$ cat config.mk
export PLATFORM = sky130hd
export DESIGN_NAME = apb_accum_pair
export DESIGN_NICKNAME = d
export VERILOG_FILES = /design/src/rtl/apb_accum_pair.sv
export SDC_FILE = /design/constraint.sdc
export NUM_CORES = 1
export LEC_CHECK = 0
export BUFFER_PORTS_ARGS = -buffer_cell sky130_fd_sc_hd__buf_2
export CAP_MARGIN = 20
export CORE_MARGIN = 8
export CORE_UTILIZATION = 57
export DETAILED_ROUTE_END_ITERATION = 12
export PLACE_DENSITY = 0.84
export SLEW_MARGIN = 20
export SYNTH_ARGS = -nofsm -noshare
export SYNTH_HDL_FRONTEND = slang
export SYNTH_SLANG_ARGS = --single-unit
$ cat constraint.sdc
create_clock -name PCLK -period 5 [get_ports PCLK]
set_input_delay 0.75 -clock PCLK [delete_from_list [all_inputs] [get_ports PCLK]]
set_output_delay 0.75 -clock PCLK [all_outputs]
set_load 0.005 [all_outputs]
$ cat src/rtl/apb_accum_pair.sv
// APB-style master/slave pair around a 32-bit accumulator peripheral.
// Define APB_WAIT_STATE_EN to add one wait state to every slave access.
module apb_accum_master #(
    parameter int DATA_W = 32
) (
    input  logic              PCLK,
    input  logic              PRESET,
    input  logic              PSEL,
    input  logic              transfer,
    input  logic              PREADY,
    input  logic [DATA_W-1:0] PADDR,
    input  logic [DATA_W-1:0] PDATA,
    output logic              PENABLE,
    output logic [DATA_W-1:0] PRWADDR,
    output logic [DATA_W-1:0] PRWDATA
);

    typedef enum logic [1:0] {
        IDLE,
        SETUP,
        ACCESS,
        HOLD
    } state_t;

    state_t state, state_n;
    logic   load;

    always_ff @(posedge PCLK or negedge PRESET) begin
        if (!PRESET) begin
            state   <= IDLE;
            PRWADDR <= '0;
            PRWDATA <= '0;
        end else begin
            state <= state_n;
            if (load) begin
                PRWADDR <= PADDR;
                PRWDATA <= PDATA;
            end
        end
    end

    // HOLD parks the master until PSEL drops: one transfer per assertion
    always_comb begin
        state_n = state;
        PENABLE = 1'b0;
        load    = 1'b0;
        unique case (state)
            IDLE: begin
                if (PSEL && transfer) begin
                    state_n = SETUP;
                    load    = 1'b1;
                end
            end
            SETUP: begin
                state_n = PSEL ? ACCESS : IDLE;
            end
            ACCESS: begin
                PENABLE = 1'b1;
                if (!PSEL)
                    state_n = IDLE;
                else if (PREADY)
                    state_n = HOLD;
            end
            HOLD: begin
                if (!PSEL)
                    state_n = IDLE;
            end
            default: state_n = IDLE;
        endcase
    end

endmodule

module apb_accum_slave #(
    parameter int DATA_W = 32
) (
    input  logic              PCLK,
    input  logic              PRESET,
    input  logic              PSEL,
    input  logic              PENABLE,
    input  logic              PWRITE,
    input  logic [1:0]        func,
    input  logic [DATA_W-1:0] PRWDATA,
    output logic [DATA_W-1:0] PRDATA1,
    output logic              PREADY
);

    logic [DATA_W-1:0] acc;
    logic [DATA_W-1:0] acc_n;
    logic [DATA_W-1:0] diff_up;
    logic [DATA_W-1:0] diff_dn;
    logic              done;

`ifdef APB_WAIT_STATE_EN
    logic waited;

    always_ff @(posedge PCLK or negedge PRESET) begin
        if (!PRESET)
            waited <= 1'b0;
        else
            waited <= PSEL & PENABLE & ~waited;
    end

    assign PREADY = PSEL & PENABLE & waited;
`else
    assign PREADY = PSEL & PENABLE;
`endif

    assign done    = PSEL & PENABLE & PREADY;
    assign diff_up = PRWDATA - acc;
    assign diff_dn = acc - PRWDATA;

    // SUB yields sign-magnitude: MSB is the sign, low bits the magnitude
    always_comb begin
        acc_n = acc;
        unique case (func)
            2'b00: acc_n = PRWDATA;
            2'b01: acc_n = acc + PRWDATA;
            2'b10: acc_n = acc ^ PRWDATA;
            2'b11: begin
                if (PRWDATA > acc)
                    acc_n = {1'b1, diff_up[DATA_W-2:0]};
                else
                    acc_n = {1'b0, diff_dn[DATA_W-2:0]};
            end
            default: acc_n = acc;
        endcase
    end

    always_ff @(posedge PCLK or negedge PRESET) begin
        if (!PRESET) begin
            acc     <= '0;
            PRDATA1 <= '0;
        end else if (done) begin
            if (PWRITE) begin
                acc     <= acc_n;
                PRDATA1 <= acc_n;
            end else begin
                PRDATA1 <= acc;
            end
        end
    end

endmodule

module apb_accum_pair #(
    parameter int DATA_W = 32
) (
    input  logic              PCLK,
    input  logic              PRESET,
    input  logic              PSEL,
    input  logic              transfer,
    input  logic              PWRITE,
    input  logic [DATA_W-1:0] PADDR,
    input  logic [DATA_W-1:0] PDATA,
    output logic              PENABLE,
    output logic [DATA_W-1:0] PRWDATA,
    output logic [DATA_W-1:0] PRWADDR,
    output logic [DATA_W-1:0] PRDATA1,
    output logic              PREADY
);

    apb_accum_master #(
        .DATA_W(DATA_W)
    ) master (
        .PCLK    (PCLK),
        .PRESET  (PRESET),
        .PSEL    (PSEL),
        .transfer(transfer),
        .PREADY  (PREADY),
        .PADDR   (PADDR),
        .PDATA   (PDATA),
        .PENABLE (PENABLE),
        .PRWADDR (PRWADDR),
        .PRWDATA (PRWDATA)
    );

    apb_accum_slave #(
        .DATA_W(DATA_W)
    ) slave (
        .PCLK   (PCLK),
        .PRESET (PRESET),
        .PSEL   (PSEL),
        .PENABLE(PENABLE),
        .PWRITE (PWRITE),
        .func   (PRWADDR[3:2]),
        .PRWDATA(PRWDATA),
        .PRDATA1(PRDATA1),
        .PREADY (PREADY)
    );

endmodule

==> flow_summary.toml, run 1 <==
[status]
run_status = "finished, final reports clean"

[detailed_routing]
drc = 0
routed-via-count = 9433
drt-wirelength-per-cell_um = 19.35
vias_per_cell = 6.214
detailedRoute.firstPassIterationCount = 6
drt_wl_total_um = 29380
drt_iter0_drc = 974
antenna_left = 0

[global_route]
number_of_antenna_violations_at_the_first_check_in_global_routing = 0
grt_pass1_vias = 9207
grt_first_pass_wirelength_um = 47170
grt_overflow_total = 0
grt.total_usage = 0.2828
grt_start_max_net_pins = 98

[setup_path]
largest_stage_delay_on_the_critical_path_ps = 680
worst-path-max-fanout = 16
crit_path_cells = "inv_1 > ha_1 > nand4_1 > nor3_1 > nor4_1 > o21bai_1 > a211oi_4 > nor2_2 > o211ai_1 > a311o_1 > a21oi_1 > o41ai_2"
worstPathRequired_ps = 5230
timing.critical_path.arrival_ps = 4160
critical_path.startpoint_type = "flop"
timing.setup.critical_path_class = "flop to flop"
endpoint_kind = "flop"
worst_path_max_delay_cell = "sky130_fd_sc_hd__nor2_2"

[die]
die-width_um = 144.5
placeableCoreArea_mm2 = 0.01635
overall_die_area_mm2 = 0.02089
placementRows = 47
initial_utilization = 0.5761
height_of_the_die_um = 144.5
num_io_pins = 167

[sta]
maxClockFrequency_mhz = 254.5
finalHoldWorstSlack_ps = 466.9
final_total_negative_setup_slack_ps = 0
final_hold_viol_count = 0
final-max-slew-violation-count = 0
worst_slew_margin_rel = 0.3238
rsz0062_at_grt = "false"
finalClockSkew_ps = 16.30
min_period_ps = 3929
timing_worst_slew_pin_value_ps = 1014
setup-violations-final = 0
min_period_over_period = 0.7857

[cells_and_area]
area_growth_pct = 12.30
nNetsFinal = 1458
filler_cell_count = 1439
finish.utilization = 0.6469
insertedDiodeCount = 0
layout-drive-gt1-share = 0.1926
instances_no_fill = 1518

[clock_network]
cts_hold_buffers = 0
tritoncts_clock_tree = "yes"
clkSinkCount = 98
clkLatencyLatePin_ps = 370
path_clk_slew_ps = 80
clock_path_buffers = 2
clockRootBuffer = "sky130_fd_sc_hd__clkbuf_16"
post-cts-setup-buffers = 0
htree_levels = 3
cts_made_buffers = 9
post_cts.resized_instances = 0

[pwr]
max-vdd-ir-drop_mv = 0.3119
powerDensity_mw_per_mm2 = 753.7
power.leakage_uw = 0.005080

[place]
globalplace.congestion = 0.9711
hpwl_um = 21670
placedCellCount = 1502
portBuffers = 166

[logic_synthesis]
syn-instance-count = 1180
yosysTopAreaCellShare = 0.2604
post-synth-top-area-cell = "sky130_fd_sc_hd__dfrtp_1"
synth-main-ff-cell = "sky130_fd_sc_hd__dfrtp_1"
netlist_area_mm2 = 0.009418
seq_area_frac_synth = 0.2604
async_flop_share = 1.000
synthesis.nets = 1345
synth_enable_flop_cells = 0
total_of_warnings_raised_by_yosys = 0
postSynthAreaPerCell_um2 = 7.981
post_synth_num_cell_types = 83
ys_seq_elements = 98
synth_area_leaders = "sky130_fd_sc_hd__dfrtp_1 26%, sky130_fd_sc_hd__ha_1 12%, sky130_fd_sc_hd__a21oi_1 6.3%, sky130_fd_sc_hd__o21ai_0 4.8%, sky130_fd_sc_hd__nand2_1 4.5%"

[min_path]
hold_path_class = "input pin to asynchronous set/reset pin"

[job]
cap_violations = 0
[worst max-delay path: cells and delay by family (launching register included)]
| kind | cells | cell delay [ps] |
|---|---|---|
| AND/OR/NAND/NOR | 4 | 1340 |
| adder cells (fa/ha/maj) | 1 | 570 |
| AO/OA/AOI/OAI | 6 | 1360 |
| flip-flops | 1 | 420 |
| buffers and inverters | 1 | 80 |
[kinds of logic after synthesis]
| logic type | Yosys count | synth area share |
|---|---|---|
| adder cells (fa/ha/maj) | 96 | 0.1299 |
| flip-flops | 98 | 0.2604 |
| buffers and inverters | 178 | 0.07732 |
| AO/OA/AOI/OAI | 393 | 0.2722 |
| AND/OR/NAND/NOR | 315 | 0.1511 |
| XOR/XNOR | 24 | 0.02232 |
| multiplexers | 76 | 0.08675 |
[cell usage in the layout, fill, tap and decap left out, types with 4 or more instances in the layout]
master and instances:
sky130_fd_sc_hd__clkbuf_16 9, sky130_fd_sc_hd__o21bai_1 20, sky130_fd_sc_hd__nand2_1 114, sky130_fd_sc_hd__buf_2 165, sky130_fd_sc_hd__clkinv_8 4, sky130_fd_sc_hd__xnor2_1 24
sky130_fd_sc_hd__a31oi_1 8, sky130_fd_sc_hd__o31ai_1 9, sky130_fd_sc_hd__nor4_1 6, sky130_fd_sc_hd__mux2i_1 40, sky130_fd_sc_hd__dfrtp_1 96, sky130_fd_sc_hd__or4_1 5
sky130_fd_sc_hd__a21o_1 20, sky130_fd_sc_hd__nand2b_1 16, sky130_fd_sc_hd__o21ai_1 9, sky130_fd_sc_hd__buf_4 8, sky130_fd_sc_hd__mux2_2 33, sky130_fd_sc_hd__o21ai_0 90
sky130_fd_sc_hd__a211oi_1 16, sky130_fd_sc_hd__o32ai_1 5, sky130_fd_sc_hd__nand3_1 17, sky130_fd_sc_hd__o211ai_1 6, sky130_fd_sc_hd__nand4_1 14, sky130_fd_sc_hd__and2_1 5
sky130_fd_sc_hd__o221ai_1 8, sky130_fd_sc_hd__o22ai_1 10, sky130_fd_sc_hd__inv_1 107, sky130_fd_sc_hd__a21oi_1 118, sky130_fd_sc_hd__a221oi_1 4, sky130_fd_sc_hd__a311oi_1 5
sky130_fd_sc_hd__nor2_1 99, sky130_fd_sc_hd__nor2b_1 8, sky130_fd_sc_hd__o21a_1 5, sky130_fd_sc_hd__nor3_1 16, sky130_fd_sc_hd__ha_1 93
[state kept, by name, indices dropped and copies added, names as in the netlist]
name / cells
master.state: 2
master.PRWDATA: 32
slave.PRDATA1: 32
master.PRWADDR: 32
[synthesized netlist by cell type (8+ instances only)]
| cell | number |
|---|---|
| sky130_fd_sc_hd__a211oi_1 | 16 |
| sky130_fd_sc_hd__a21o_1 | 20 |
| sky130_fd_sc_hd__a21oi_1 | 118 |
| sky130_fd_sc_hd__a31oi_1 | 8 |
| sky130_fd_sc_hd__buf_2 | 15 |
| sky130_fd_sc_hd__clkbuf_1 | 45 |
| sky130_fd_sc_hd__dfrtp_1 | 98 |
| sky130_fd_sc_hd__ha_1 | 93 |
| sky130_fd_sc_hd__inv_1 | 107 |
| sky130_fd_sc_hd__mux2_2 | 33 |
| sky130_fd_sc_hd__mux2i_1 | 40 |
| sky130_fd_sc_hd__nand2_1 | 114 |
| sky130_fd_sc_hd__nand2b_1 | 16 |
| sky130_fd_sc_hd__nand3_1 | 17 |
| sky130_fd_sc_hd__nand4_1 | 14 |
| sky130_fd_sc_hd__nor2_1 | 99 |
| sky130_fd_sc_hd__nor2b_1 | 8 |
| sky130_fd_sc_hd__nor3_1 | 16 |
| sky130_fd_sc_hd__o21ai_0 | 90 |
| sky130_fd_sc_hd__o21ai_1 | 9 |
| sky130_fd_sc_hd__o21bai_1 | 20 |
| sky130_fd_sc_hd__o221ai_1 | 8 |
| sky130_fd_sc_hd__o22ai_1 | 10 |
| sky130_fd_sc_hd__o31ai_1 | 9 |
| sky130_fd_sc_hd__xnor2_1 | 24 |
[path summary, 6_finish.rpt]
kind | from | end | slack (ps) | cells after the start
setup / recovery | master.PRWDATA[23] | slave.PRDATA1[26] | 1070 | 12
hold / removal | PRESET | slave.PRDATA1[18] | 470 | 1
setup reg to reg | master.PRWDATA[23] | slave.PRDATA1[26] | 1070 | 12
hold reg to reg | master.PRWADDR[29] | master.PRWADDR[29] | 510 | 1
max in group asynchronous | PRESET | slave.PRDATA1[26] | 3570 | 2
min in group PCLK | master.PRWADDR[29] | master.PRWADDR[29] | 510 | 1
[layout make-up]
cell class	instances	area (um^2)	share of cell area
clock inverters	7	91.34	0.008636
multi-input cells	904	6242	0.5902
repair buffers	173	885.9	0.08376
flip-flops and latches	98	2455	0.2321
inverters	107	401.6	0.03797
clock buffers	9	225.2	0.02129
well taps	220	275.3	0.02603
[metrics by stage]
| stage | instance area [um^2] | total power [uW] | setup WS, ps |
|---|---|---|---|
| after CTS | 10580 | 7828 | 1120 |
| after floorplan | 9418 | 5630 | 1833 |
| final | 10580 | 7972 | 1071 |
| after global placement | 10260 | 6955 | 1287 |
| after global routing | 10580 | 8582 | 737.0 |
| after detailed placement | 10260 | 7041 | 1156 |
[power breakdown]
group / internal, uW / switching, uW / total [uW]
combinational: 2230 / 3620 / 5850
clock: 361 / 393 / 754
sequential: 1060 / 303 / 1360
total: 3650 / 4320 / 7970
[routing by layer]
metal	wire, um	GRT usage	vias up
met5	0	0	-
met4	774	0.09858	0
met3	2931	0.07659	62
met2	13010	0.4433	506
met1	12660	0.3675	4456
li1	-	-	4409
No activity file was read; power rests on OpenSTA's default activity.
==> run 2, diff against run 1 <==
--- a/config.mk
+++ b/config.mk
@@ -5,12 +5,13 @@
 export SDC_FILE = /design/constraint.sdc
 export NUM_CORES = 1
 export LEC_CHECK = 0
+export ABC_AREA = 1
 export BUFFER_PORTS_ARGS = -buffer_cell sky130_fd_sc_hd__buf_2
 export CAP_MARGIN = 20
 export CORE_MARGIN = 8
 export CORE_UTILIZATION = 57
 export DETAILED_ROUTE_END_ITERATION = 12
-export PLACE_DENSITY = 0.84
+export PLACE_DENSITY = 0.83
 export SLEW_MARGIN = 20
 export SYNTH_ARGS = -nofsm -noshare
 export SYNTH_HDL_FRONTEND = slang
==> constraint.sdc (replaced) <==
create_clock -name PCLK -period 4 [get_ports PCLK]
set_input_delay 0.6 -clock PCLK [delete_from_list [all_inputs] [get_ports PCLK]]
set_output_delay 0.6 -clock PCLK [all_outputs]
set_load 0.005 [all_outputs]
==> run 2 against run 1 <==
Non-clock buffer count up 14. Register-to-register slack worse by 400 ps. Sequential share of layout area down 3.5 points. Final area up 17%. Utilization down 0.44 points. Total power up 53%. Final cell count up 48%. Flip-flop and latch count unchanged. Critical path type unchanged. Clock power up 28%. Global-route usage up 9.5 points. Largest cell class unchanged. Count of clock-buffer cells in the layout unchanged. Sequential power up 27%.
==> flow_summary.toml, run 2 <==
[setup_path]
reg2reg_to = "slave.PRDATA1[4]"
worstPathRequired_ps = 4250
worst_path_max_delay_cell = "sky130_fd_sc_hd__a21oi_4"
largest_stage_delay_on_the_critical_path_ps = 580
timing.setup.critical_path_class = "flop to flop"
timing.critical_path.arrival_ps = 3570
worst-path-max-fanout = 14
worstRegToRegCells = 16
r2r-start = "master.PRWDATA[8]"
r2r_setup_slack_ps = 680
crit_path_start = "master.PRWDATA[8]"
crit_path_cells = "inv_1 > ha_1 > nand2_1 > nor2_2 > nand2_2 > clkinv_2 > nand2_1 > nand2_2 > nand2_4 > a21oi_4 > buf_12 > nand2_1 > nand3_1 > nand3_1 > nand2_1 > o21ai_0"
critical_path.startpoint_type = "flop"
path_delay_family = "simple AND/OR/NAND/NOR gates"
endpoint_kind = "flop"
worstPathBufferInverterCount = 3
worst_path_most_repeated_cell = "sky130_fd_sc_hd__nand2_1"

[sta]
finalClockSkew_ps = 24.12
final_hold_viol_count = 0
min_period_over_period = 0.8311
min_period_ps = 3325
timing_worst_slew_pin_value_ps = 748.5
worst_slew_margin_rel = 0.5010
setup-violations-final = 0
rsz0062_at_grt = "false"
final_total_negative_setup_slack_ps = 0
final-max-slew-violation-count = 0
maxClockFrequency_mhz = 300.8

[clock_network]
clock_path_buffers = 2
post_cts.resized_instances = 0
cts_made_buffers = 9
clkSinkCount = 98
clockRootBuffer = "sky130_fd_sc_hd__clkbuf_16"
tritoncts_clock_tree = "yes"
post-cts-setup-buffers = 0
cts_hold_buffers = 0
htree_levels = 3
path_clk_slew_ps = 90
clkLatencyLatePin_ps = 390

[die]
num_io_pins = 167
initial_utilization = 0.5752
placeableCoreArea_mm2 = 0.01933
height_of_the_die_um = 155.7
overall_die_area_mm2 = 0.02424
placementRows = 51
die-width_um = 155.7

[detailed_routing]
vias_per_cell = 5.795
routed-wl-met3_um = 6819
detailedRoute.firstPassIterationCount = 6
routed-via-count = 12990
wl_met1_um = 18000
drt_wl_total_um = 46040
antenna_left = 0
top_signal_layer_used = "met4"
drc = 0
met2_wirelength_um = 19370
drt-wirelength-per-cell_um = 20.54
drt_iter0_drc = 1498

[logic_synthesis]
seq_area_frac_synth = 0.2205
post-synth-top-area-cell = "sky130_fd_sc_hd__dfrtp_1"
postSynthAreaPerCell_um2 = 6.068
synth_fa_ha_area_frac = 0.1100
synth_area_leaders = "sky130_fd_sc_hd__dfrtp_1 22%, sky130_fd_sc_hd__nand2_1 21%, sky130_fd_sc_hd__ha_1 10%, sky130_fd_sc_hd__inv_1 9.9%, sky130_fd_sc_hd__nand3_1 7.2%"
synthesis.nets = 1998
yosysTopAreaCellShare = 0.2205
synth.most_common_cell = "sky130_fd_sc_hd__nand2_1"
syn-instance-count = 1833
synth_simple_gate_area_share = 0.3710
netlist_area_mm2 = 0.01112
synth-compound-area-share = 0.1107
netlist_top_cells_count = "615 x sky130_fd_sc_hd__nand2_1, 293 x sky130_fd_sc_hd__inv_1, 159 x sky130_fd_sc_hd__nand3_1"
synth-main-ff-cell = "sky130_fd_sc_hd__dfrtp_1"
dominant_combinational_cell_family_by_area_after_synthesis = "simple AND/OR/NAND/NOR gates"
synth_enable_flop_cells = 0
synth_xor_xnor_area_share = 0.02520
yosys-mux-area-fraction = 0.03139
async_flop_share = 1.000
ys_seq_elements = 98
total_of_warnings_raised_by_yosys = 0
post_synth_num_cell_types = 40

[cells_and_area]
finish.utilization = 0.6426
final_design_area_no_fill_mm2 = 0.01242
layout.cells.most_common = "sky130_fd_sc_hd__nand2_1"
area_growth_pct = 11.71
nNetsFinal = 2137
insertedDiodeCount = 0
regs_by_ff_count = "master.PRWADDR: 32 flops, master.PRWDATA: 32 flops, slave.PRDATA1: 32 flops"
mostFrequentLayoutCells = "614 x sky130_fd_sc_hd__nand2_1, 293 x sky130_fd_sc_hd__inv_1, 165 x sky130_fd_sc_hd__buf_2, 158 x sky130_fd_sc_hd__nand3_1, 145 x sky130_fd_sc_hd__nor2_1"
layout-drive-gt1-share = 0.1351

[pwr]
power.leakage_uw = 0.007152
power.switching_uw = 7531
share_comb_of_total_power = 0.779
power_report.internal_total_uw = 4636
power.share.clock = 0.080
powerDensity_mw_per_mm2 = 979.3
power.sequential.fraction = 0.142
p_sw_frac = 0.6190
max-vdd-ir-drop_mv = 0.4622

[place]
post_dp_cell_area_mm2 = 0.01213
hpwl_um = 37100
globalplace.congestion = 1.108
portBuffers = 166

[global_route]
number_of_antenna_violations_at_the_first_check_in_global_routing = 0
grt_start_max_net_pins = 62
grt_first_pass_wirelength_um = 70210
grt.total_usage = 0.3779
grt_pass1_vias = 12490
grt_overflow_total = 0

[job]
cap_violations = 0

[status]
run_status = "finished, final reports clean"

[min_path]
hold_path_class = "input pin to asynchronous set/reset pin"
==> run 2: cell count changes after synthesis, moves of 31 or more <==
cell / change
sky130_fd_sc_hd__xor2_1: +31
sky130_fd_sc_hd__nand3_1: +142
sky130_fd_sc_hd__nand2_1: +501
sky130_fd_sc_hd__inv_1: +186
sky130_fd_sc_hd__mux2i_1: -40
sky130_fd_sc_hd__nor2_1: +47
==> run 2: how the worst max path moves through the flow <==
| stage | endpoint | slack [ps] | cells past startpoint |
|---|---|---|---|
| after floorplan | slave.PRDATA1[2] | 1630 | 19 |
| after global placement | slave.PRDATA1[4] | 1000 | 16 |
| after detailed placement | slave.PRDATA1[4] | 830 | 16 |
| after CTS | slave.PRDATA1[4] | 810 | 16 |
| after global routing | slave.PRDATA1[4] | 520 | 16 |
| final | slave.PRDATA1[4] | 680 | 16 |
==> run 2: area by class of cell <==
type                            instances  area (um^2)
Clock inverter                          7        67.56
Fill cell                            1808         6910
Tap cell                              265        331.6
Timing Repair Buffer                  187         1003
Clock buffer                            9        225.2
Inverter                              297         1116
Multi-Input combinational cell       1379         7228
Sequential cell                        98         2452
==> run 2: cells by family after synthesis <==
kind of cell             after synthesis
AND/OR/NAND/NOR                      987
buffers and inverters                356
AO/OA/AOI/OAI                        233
flip-flops                            98
adder cells (fa/ha/maj)               96
XOR/XNOR                              32
multiplexers                          31
==> run 2: metal layers <==
layer / up-vias / GRT usage
met4: 0 / 0.1580
met1: 5950 / 0.4905
met2: 894 / 0.5662
met3: 137 / 0.1241
li1: 6011 / -
met5: - / 0
==> run 2: metrics by stage <==
step,total power [uW],setup WS [ps],hold WS [ps],std cells
after floorplan,7862,1626,304.4,1833
after global placement,10640,1003,483.3,2226
after detailed placement,10760,834.8,492.9,2226
after CTS,11750,809.1,150.9,2242
after global routing,12990,520.1,168.9,2242
final,12170,675.4,132.1,2242
==> run 2: power groups by stage <==
stage / registers [uW] / logic, uW / clock network (uW)
finish: 1730 / 9470 / 967
global route: 1780 / 10200 / 1000
CTS: 1720 / 9080 / 959
detailed placement: 1730 / 9030 / 0
global placement: 1690 / 8950 / 0
floorplan: 1660 / 6200 / 0
